[src/rtl/riscv_bus_pkg.sv]
// Shared types and constants for the core-side memory bus.
package riscv_bus_pkg;

    localparam int XLEN = 32;

    localparam logic [2:0] HSIZE_BYTE = 3'b000;
    localparam logic [2:0] HSIZE_HALF = 3'b001;
    localparam logic [2:0] HSIZE_WORD = 3'b010;

    typedef enum logic [1:0] {
        ST_IDLE  = 2'd0,
        ST_FETCH = 2'd1,
        ST_DATA  = 2'd2
    } bus_state_e;

endpackage

[src/rtl/arb_prio_sel.sv]
// Fetch/data winner select with a starvation counter that forces a fetch grant
// after FETCH_STARVE_MAX consecutive data grants made while fetch was waiting.
module arb_prio_sel #(
    parameter int FETCH_STARVE_MAX = 4
) (
    input  logic clk,
    input  logic reset,
    input  logic i_arb_en,
    input  logic i_idle,
    input  logic i_if_req,
    input  logic i_if_req_raw,
    input  logic i_ls_req,
    output logic o_grant_if,
    output logic o_grant_ls
);

    localparam logic [3:0] STARVE_MAX = 4'(FETCH_STARVE_MAX);

    logic [3:0] r_starve_cnt;
    logic       w_force_if;

    assign w_force_if = i_if_req && (r_starve_cnt == STARVE_MAX);
    assign o_grant_ls = i_arb_en && i_ls_req && !w_force_if;
    assign o_grant_if = i_arb_en && i_if_req && !o_grant_ls;

    always_ff @(posedge clk or negedge reset) begin
        if (!reset) begin
            r_starve_cnt <= '0;
        end else if (o_grant_if) begin
            r_starve_cnt <= '0;
        end else if (o_grant_ls && i_if_req_raw) begin
            if (r_starve_cnt != STARVE_MAX)
                r_starve_cnt <= r_starve_cnt + 4'd1;
        end else if (i_idle && !i_if_req_raw) begin
            r_starve_cnt <= '0;
        end
    end

endmodule

[src/rtl/mem_bus_arbiter.sv]
// Shares one memory port between instruction fetch and load/store, sequencing
// each transfer through launch, wait-state hold, completion and optional timeout.
module mem_bus_arbiter
    import riscv_bus_pkg::*;
#(
    parameter int FETCH_STARVE_MAX = 4,
    parameter int BUS_TIMEOUT      = 0
) (
    input  logic            clk,
    input  logic            reset,
    input  logic            if_req,
    input  logic [XLEN-1:0] if_addr,
    output logic [XLEN-1:0] if_rdata,
    output logic            if_done,
    input  logic            ls_req,
    input  logic            ls_we,
    input  logic [2:0]      ls_size,
    input  logic [XLEN-1:0] ls_addr,
    input  logic [XLEN-1:0] ls_wdata,
    output logic [XLEN-1:0] ls_rdata,
    output logic            ls_done,
    input  logic            flush,
    output logic            bus_req,
    output logic            bus_we,
    output logic [2:0]      bus_size,
    output logic [XLEN-1:0] bus_addr,
    output logic [XLEN-1:0] bus_wdata,
    input  logic [XLEN-1:0] bus_rdata,
    input  logic            bus_ready,
    output logic            bus_timeout
);

    bus_state_e r_state;
    logic [7:0] r_wait_cnt;
    logic       r_flush_seen;

    logic       w_idle;
    logic       w_arb_en;
    logic       w_if_req_m;
    logic       w_ls_req_m;
    logic       w_grant_if;
    logic       w_grant_ls;
    logic [8:0] w_wait_nxt;
    logic       w_timeout_hit;
    logic       w_fetch_drop;

    // A done cycle is a turnaround cycle: no new grant until the pulse has gone.
    assign w_idle        = (r_state == ST_IDLE);
    assign w_arb_en      = w_idle && !if_done && !ls_done;
    assign w_if_req_m    = if_req && !flush && !if_done;
    assign w_ls_req_m    = ls_req && !ls_done;
    assign w_wait_nxt    = {1'b0, r_wait_cnt} + 9'd1;
    assign w_timeout_hit = (BUS_TIMEOUT != 0) && (w_wait_nxt == 9'(BUS_TIMEOUT));
    assign w_fetch_drop  = flush || r_flush_seen;

    arb_prio_sel #(
        .FETCH_STARVE_MAX(FETCH_STARVE_MAX)
    ) u_arb_prio_sel (
        .clk         (clk),
        .reset       (reset),
        .i_arb_en    (w_arb_en),
        .i_idle      (w_idle),
        .i_if_req    (w_if_req_m),
        .i_if_req_raw(if_req),
        .i_ls_req    (w_ls_req_m),
        .o_grant_if  (w_grant_if),
        .o_grant_ls  (w_grant_ls)
    );

    always_ff @(posedge clk or negedge reset) begin
        if (!reset) begin
            r_state      <= ST_IDLE;
            r_wait_cnt   <= '0;
            r_flush_seen <= 1'b0;
            if_rdata     <= '0;
            if_done      <= 1'b0;
            ls_rdata     <= '0;
            ls_done      <= 1'b0;
            bus_req      <= 1'b0;
            bus_we       <= 1'b0;
            bus_size     <= '0;
            bus_addr     <= '0;
            bus_wdata    <= '0;
            bus_timeout  <= 1'b0;
        end else begin
            if_done     <= 1'b0;
            ls_done     <= 1'b0;
            bus_timeout <= 1'b0;
            case (r_state)
                ST_IDLE: begin
                    r_wait_cnt <= '0;
                    if (w_grant_ls) begin
                        r_state   <= ST_DATA;
                        bus_req   <= 1'b1;
                        bus_we    <= ls_we;
                        bus_size  <= ls_size;
                        bus_addr  <= ls_addr;
                        bus_wdata <= ls_wdata;
                    end else if (w_grant_if) begin
                        r_state      <= ST_FETCH;
                        r_flush_seen <= 1'b0;
                        bus_req      <= 1'b1;
                        bus_we       <= 1'b0;
                        bus_size     <= HSIZE_WORD;
                        bus_addr     <= if_addr;
                        bus_wdata    <= '0;
                    end
                end
                ST_FETCH, ST_DATA: begin
                    if (r_state == ST_FETCH && flush)
                        r_flush_seen <= 1'b1;
                    // bus_ready takes precedence over a coincident timeout
                    if (bus_ready || w_timeout_hit) begin
                        r_state     <= ST_IDLE;
                        bus_req     <= 1'b0;
                        bus_we      <= 1'b0;
                        bus_timeout <= !bus_ready;
                        if (r_state == ST_DATA) begin
                            ls_done  <= 1'b1;
                            ls_rdata <= bus_ready ? bus_rdata : '0;
                        end else if (!w_fetch_drop) begin
                            if_done  <= 1'b1;
                            if_rdata <= bus_ready ? bus_rdata : '0;
                        end
                    end else begin
                        r_wait_cnt <= w_wait_nxt[7:0];
                    end
                end
                default: r_state <= ST_IDLE;
            endcase
        end
    end

endmodule
[config.mk]
export PLATFORM = sky130hd
export DESIGN_NAME = mem_bus_arbiter
export DESIGN_NICKNAME = d
export VERILOG_FILES = /design/src/rtl/riscv_bus_pkg.sv /design/src/rtl/arb_prio_sel.sv /design/src/rtl/mem_bus_arbiter.sv
export SDC_FILE = /design/constraint.sdc
export NUM_CORES = 1
export LEC_CHECK = 0
export CORE_MARGIN = 1
export CORE_UTILIZATION = 30
export DETAILED_ROUTE_END_ITERATION = 7
export GPL_TIMING_DRIVEN = 1
export HOLD_SLACK_MARGIN = 0.06
export PLACE_DENSITY = 0.72
export SLEW_MARGIN = 0
export SYNTH_ARGS = -nofsm -noshare
export SYNTH_HDL_FRONTEND = slang
export SYNTH_SLANG_ARGS = --single-unit
[constraint.sdc]
create_clock -name clk -period 2.5 [get_ports clk]
set_input_delay 0.5 -clock clk [delete_from_list [all_inputs] [get_ports clk]]
set_output_delay 0.5 -clock clk [all_outputs]
set_load 0.05 [all_outputs]
==> impl_metrics.csv, run 1 <==
group,metric,value,unit
run_status,status,"completed",
route,wl_per_cell,17.9,um
critical_path,cp-end-kind,"primary output",
clocking,cts.sinks,142,
layout,synthToLayoutAreaGrowth,63.8,%
synthesis,synth.distinct_cells,42,
layout,final_common_cell,"clkdlybuf4s50_1",
placed_design,gp_congestion,0.828,
route,vias_per_cell,4.97,
synthesis,yosysWarnings,0,
route,via_count,4574,
sta,grt_setup_unrepaired,"no",
die,die_h,140,um
sta,relSlewSlack,0.634,
critical_path,cp.required,2000,ps
sta,setup_ws,203,ps
sta,tightest_slew,548,ps
synthesis,synth_seq_area_share,0.622,
critical_path,worst-path-buf-inv,1,
die,start_util,0.305,
layout,fin_cells,920,
clocking,cts_buffer_depth,2,
placed_design,port-buffer-count,272,
global_route,grt_overflow,0,
critical_path,cp-start-kind,"flip-flop",
critical_path,critPathSlowestCell,"clkdlybuf4s50_1",
sta,finalSetupViolations,0,
route,ant_nets,0,
die,die_w,140,um
critical_path,regToRegSetupSlack,480,ps
pwr,power_leakage,4.03,nW
clocking,tritoncts,"done",
die,core-area,18700,um^2
critical_path,r2r-end,"bus_addr[20]$_DFFE_PN0P_",
critical_path,critPathKind,"reg2out",
route,remaining_drc_errors,0,
synthesis,async_reset_ff_frac,1.00,
synthesis,yosys.area.top_type_share,0.622,
placed_design,dp_hpwl,11.7,mm
job,drv_cap,0,
critical_path,path_cells,"clkdlybuf4s50_1",
layout,fill_cells,1603,
synthesis,synth_nets,539,
clocking,cts_buffers,17,
clocking,cts_root_buffer,"clkbuf_16",
layout,drive_gt1_frac,0.122,
sta,finalCritPeriodShare,0.919,
layout,final_area,9360,um^2
die,ioPinCount,274,
global_route,grt_pass1_vias,5001,
critical_path,r2r_start,"r_state[0]$_DFFE_PN0P_",
global_route,grt_max_degree,68,
clocking,worstSkewPairLatency,410,ps
pwr,p_per_area,1680,nW/um^2
clocking,clk_pin_slew,60,ps
synthesis,synthCells,396,
route,drt_iter0_markers,194,
layout,final_cell_mix,"271 x clkdlybuf4s50_1, 142 x dfrtp_1, 35 x mux2_1",
sta,setup_tns,0,ps
synthesis,avgSynthCellArea,14.4,um^2
synthesis,synth_top_area_cell,"dfrtp_1",
critical_path,crit_fanout,7,
critical_path,path_delay_family,"buffers and inverters",
synthesis,synth_edf_count,0,
clocking,cts_max_level,4,
sta,drv_slew,0,
die,rows,50,
route,dr.pass1.iters,4,
sta,hold_violations,0,
critical_path,cpPeakStageDelay,880,ps
critical_path,arrival,1800,ps
synthesis,synth_area_leaders,"dfrtp_1 62%, mux2_1 6.9%, mux2_2 5.7%",
worst_hold_path,hold_depth,1,
sta,finalCriticalPeriod,2300,ps
layout,diodes,0,
sta,worst_hold_slack,481,ps
sta,fmax,0.435,GHz
pwr,p_total,15.7,mW
worst_hold_path,holdPathEnd,"if_rdata[27]$_DFFE_PN0P_",
sta,clock_skew,12.8,ps
global_route,antenna_found_initial,0,
synthesis,synth_ff_type,"dfrtp_1",
die,die_area,19600,um^2
worst_hold_path,min_path_type,"reg2reg",
synthesis,netlist_area,5710,um^2
placed_design,pre_cts_slack,238,ps
worst_hold_path,hp-start,"if_rdata[27]$_DFFE_PN0P_",
placed_design,placed_cells,887,
layout,final_nets,816,
pwr,vdd_drop_max,0.836,mV
synthesis,ys_ff_latch,142,
clocking,cts_resized,0,
placed_design,dpl_cell_area,8760,um^2
critical_path,reg2reg_depth,6,
global_route,grt_usage,0.171,
global_route,grt_pass1_wl,26.3,mm
layout,utilization,0.500,
route,totalWireLength,16.5,mm
==> Yosys cell counts, drive strengths merged (2+ instances only) <==
cell and number:
a31oi 2, nand2 7, dfrtp 142, inv 11, nand3 4, nor2 4
nand4 2, buf 19, a22o 34, mux2 64, and3 32, o22ai 3
ha 5, o21ai 4, a21oi 3, a221o 32, clkbuf 8
==> state kept, by name, summed over array words and instances (netlist names), 2 cells and up <==
signal / count
if_rdata: 32
bus_addr: 32
bus_size: 3
u_arb_prio_sel.r_starve_cnt: 4
ls_rdata: 32
bus_wdata: 32
r_state: 2
==> cell families (layout without fill, tap and decap cells) <==
logic type	count (synthesis)	after routing	share of synthesized area
buffers and inverters	38	328	0.0361
AND/OR/NAND/NOR	57	57	0.0642
other	1	1	0.000656
multiplexers	64	64	0.126
adder cells (fa/ha/maj)	5	5	0.0110
AO/OA/AOI/OAI	89	89	0.140
flip-flops	142	142	0.622
==> how the worst max path moves through the flow <==
stage                                  from                  endpoint  slack (ps)  cells after the start
after floorplan           if_done$_DFF_PN0_  bus_addr[10]$_DFFE_PN0P_         600                      5
after global placement               if_req  bus_addr[27]$_DFFE_PN0P_         270                      5
after detailed placement             if_req   bus_addr[6]$_DFFE_PN0P_         240                      5
after CTS                 if_done$_DFF_PN0_                   if_done         180                      1
after global routing      if_done$_DFF_PN0_                   if_done         150                      1
final                     if_done$_DFF_PN0_                   if_done         200                      1
==> routing by layer <==
layer  part of all wire  vias up  global-route usage
li1                   -     2053                   -
met1               0.40     2296               0.190
met5                  0        -                   0
met3              0.089       16              0.0715
met2               0.50      209               0.300
met4              0.012        0              0.0474
==> timing repair <==
| item | 4_1_cts | 5_1_grt |
|---|---|---|
| hold endpoints to repair | 34 | 0 |
| endpoints found under the setup margin | 0 | 0 |
| hold buffers | 1 | 0 |
| setup buffers | 0 | 0 |
==> cell type report <==
cell class | instances | area (um^2) | share of cell area
sequential | 142 | 3550 | 0.380
timing repair buffer | 285 | 2910 | 0.311
multi-input combinational | 216 | 1970 | 0.211
clock buffer | 17 | 425 | 0.0455
tap | 234 | 293 | 0.0313
clock inverter | 15 | 160 | 0.0171
inverter | 11 | 41.3 | 0.00441
==> where the power goes <==
group	total, mW	internal (mW)	switching (mW)
combinational	9.11	3.39	5.72
sequential	4.07	3.43	0.643
clock	2.51	1.48	1.03
total	15.7	8.30	7.39
No activity file was read; power rests on OpenSTA's default activity.
==> inputs of run 2 (changes only) <==
--- a/config.mk
+++ b/config.mk
@@ -10,6 +10,7 @@
 export DETAILED_ROUTE_END_ITERATION = 7
 export GPL_TIMING_DRIVEN = 1
 export HOLD_SLACK_MARGIN = 0.06
+export MAX_ROUTING_LAYER = met4
 export PLACE_DENSITY = 0.72
 export SLEW_MARGIN = 0
 export SYNTH_ARGS = -nofsm -noshare
==> impl_metrics.csv, run 2 (synthesis results as in run 1) <==
group,metric,value,unit
run_status,status,"completed",
critical_path,path_cells,"clkdlybuf4s50_1",
clocking,worstSkewPairLatency,420,ps
layout,fin_cells,920,
pwr,power_leakage,4.03,nW
route,wl_per_cell,17.9,um
layout,final_area,9360,um^2
critical_path,cp-end-kind,"primary output",
sta,grt_setup_unrepaired,"no",
critical_path,worst-path-buf-inv,1,
layout,synthToLayoutAreaGrowth,63.8,%
pwr,vdd_drop_max,0.836,mV
pwr,p_total,15.7,mW
job,drv_cap,0,
sta,drv_slew,0,
clocking,cts_resized,0,
sta,finalSetupViolations,0,
sta,setup_ws,188,ps
sta,relSlewSlack,0.634,
layout,diodes,0,
critical_path,path_delay_family,"buffers and inverters",
sta,tightest_slew,547,ps
global_route,grt_overflow,0,
route,ant_nets,0,
layout,final_nets,816,
route,dr.pass1.iters,4,
sta,fmax,0.433,GHz
placed_design,placed_cells,887,
layout,utilization,0.500,
global_route,grt_pass1_wl,26.3,mm
sta,hold_violations,0,
critical_path,critPathSlowestCell,"clkdlybuf4s50_1",
clocking,cts.sinks,142,
global_route,antenna_found_initial,0,
die,die_h,140,um
placed_design,dpl_cell_area,8760,um^2
critical_path,cp.required,2000,ps
die,ioPinCount,274,
clocking,clk_pin_slew,60,ps
clocking,tritoncts,"done",
die,rows,50,
global_route,grt_usage,0.176,
route,vias_per_cell,4.94,
pwr,p_per_area,1680,nW/um^2
clocking,cts_root_buffer,"clkbuf_16",
global_route,grt_max_degree,68,
critical_path,critPathKind,"reg2out",
sta,worst_hold_slack,481,ps
sta,setup_tns,0,ps
worst_hold_path,min_path_type,"reg2reg",
critical_path,cpPeakStageDelay,880,ps
route,remaining_drc_errors,0,
layout,final_common_cell,"clkdlybuf4s50_1",
sta,finalCritPeriodShare,0.925,
die,die_w,140,um
critical_path,cp-start-kind,"flip-flop",
route,via_count,4544,
placed_design,port-buffer-count,272,
clocking,cts_buffers,17,
global_route,grt_pass1_vias,5012,
placed_design,dp_hpwl,11.7,mm
die,die_area,19600,um^2
critical_path,crit_fanout,7,
die,start_util,0.305,
placed_design,pre_cts_slack,238,ps
route,totalWireLength,16.5,mm
placed_design,gp_congestion,0.841,
sta,finalCriticalPeriod,2310,ps
layout,drive_gt1_frac,0.122,
layout,final_cell_mix,"271 x clkdlybuf4s50_1, 142 x dfrtp_1, 35 x mux2_1",
critical_path,arrival,1810,ps
route,drt_iter0_markers,211,
clocking,cts_buffer_depth,2,
die,core-area,18700,um^2
clocking,cts_max_level,4,
sta,clock_skew,16.4,ps
## run 2: cell counts in the layout (fill, tap and decap cells not counted)
No cell type changed its count.
## run 2: worst paths after layout
kind | start | to | slack [ps] | cells after the start
min reg2reg | if_rdata[27]$_DFFE_PN0P_ | if_rdata[27]$_DFFE_PN0P_ | 480 | 1
max reg2reg | r_state[1]$_DFFE_PN0P_ | bus_addr[20]$_DFFE_PN0P_ | 470 | 6
max in group asynchronous | reset | bus_addr[9]$_DFFE_PN0P_ | 1250 | 3
min in group asynchronous | reset | bus_addr[23]$_DFFE_PN0P_ | 560 | 2
min | if_rdata[27]$_DFFE_PN0P_ | if_rdata[27]$_DFFE_PN0P_ | 480 | 1
max | if_done$_DFF_PN0_ | if_done | 190 | 1
## run 2: cell type report
type	count	area (um^2)
clock buffer	17	425
clock inverter	15	160
fill	1603	9350
inverter	11	41.3
multi-input combinational	216	1970
sequential	142	3550
tap	234	293
timing repair buffer	285	2910
## run 2: routing by layer
metal	vias to the layer above	share of wire	global-route usage	routed length (um)
met5	-	0	-	0
met4	0	0.013	0.0544	208
met3	12	0.073	0.0574	1200
met2	190	0.50	0.301	8250
met1	2292	0.41	0.195	6850
li1	2050	-	-	-
## run 2: report_power, final
group          internal [mW]  switching [mW]  total, mW
Combinational           3.39            5.72       9.11
Sequential              3.43           0.642       4.07
Clock                   1.48            1.03       2.51
Total                   8.30            7.40       15.7
## run 2: repair_timing
action                                 4_1_cts  5_1_grt
endpoints found under the hold margin       34        0
buffers inserted                             0        0
hold buffers                                 1        0
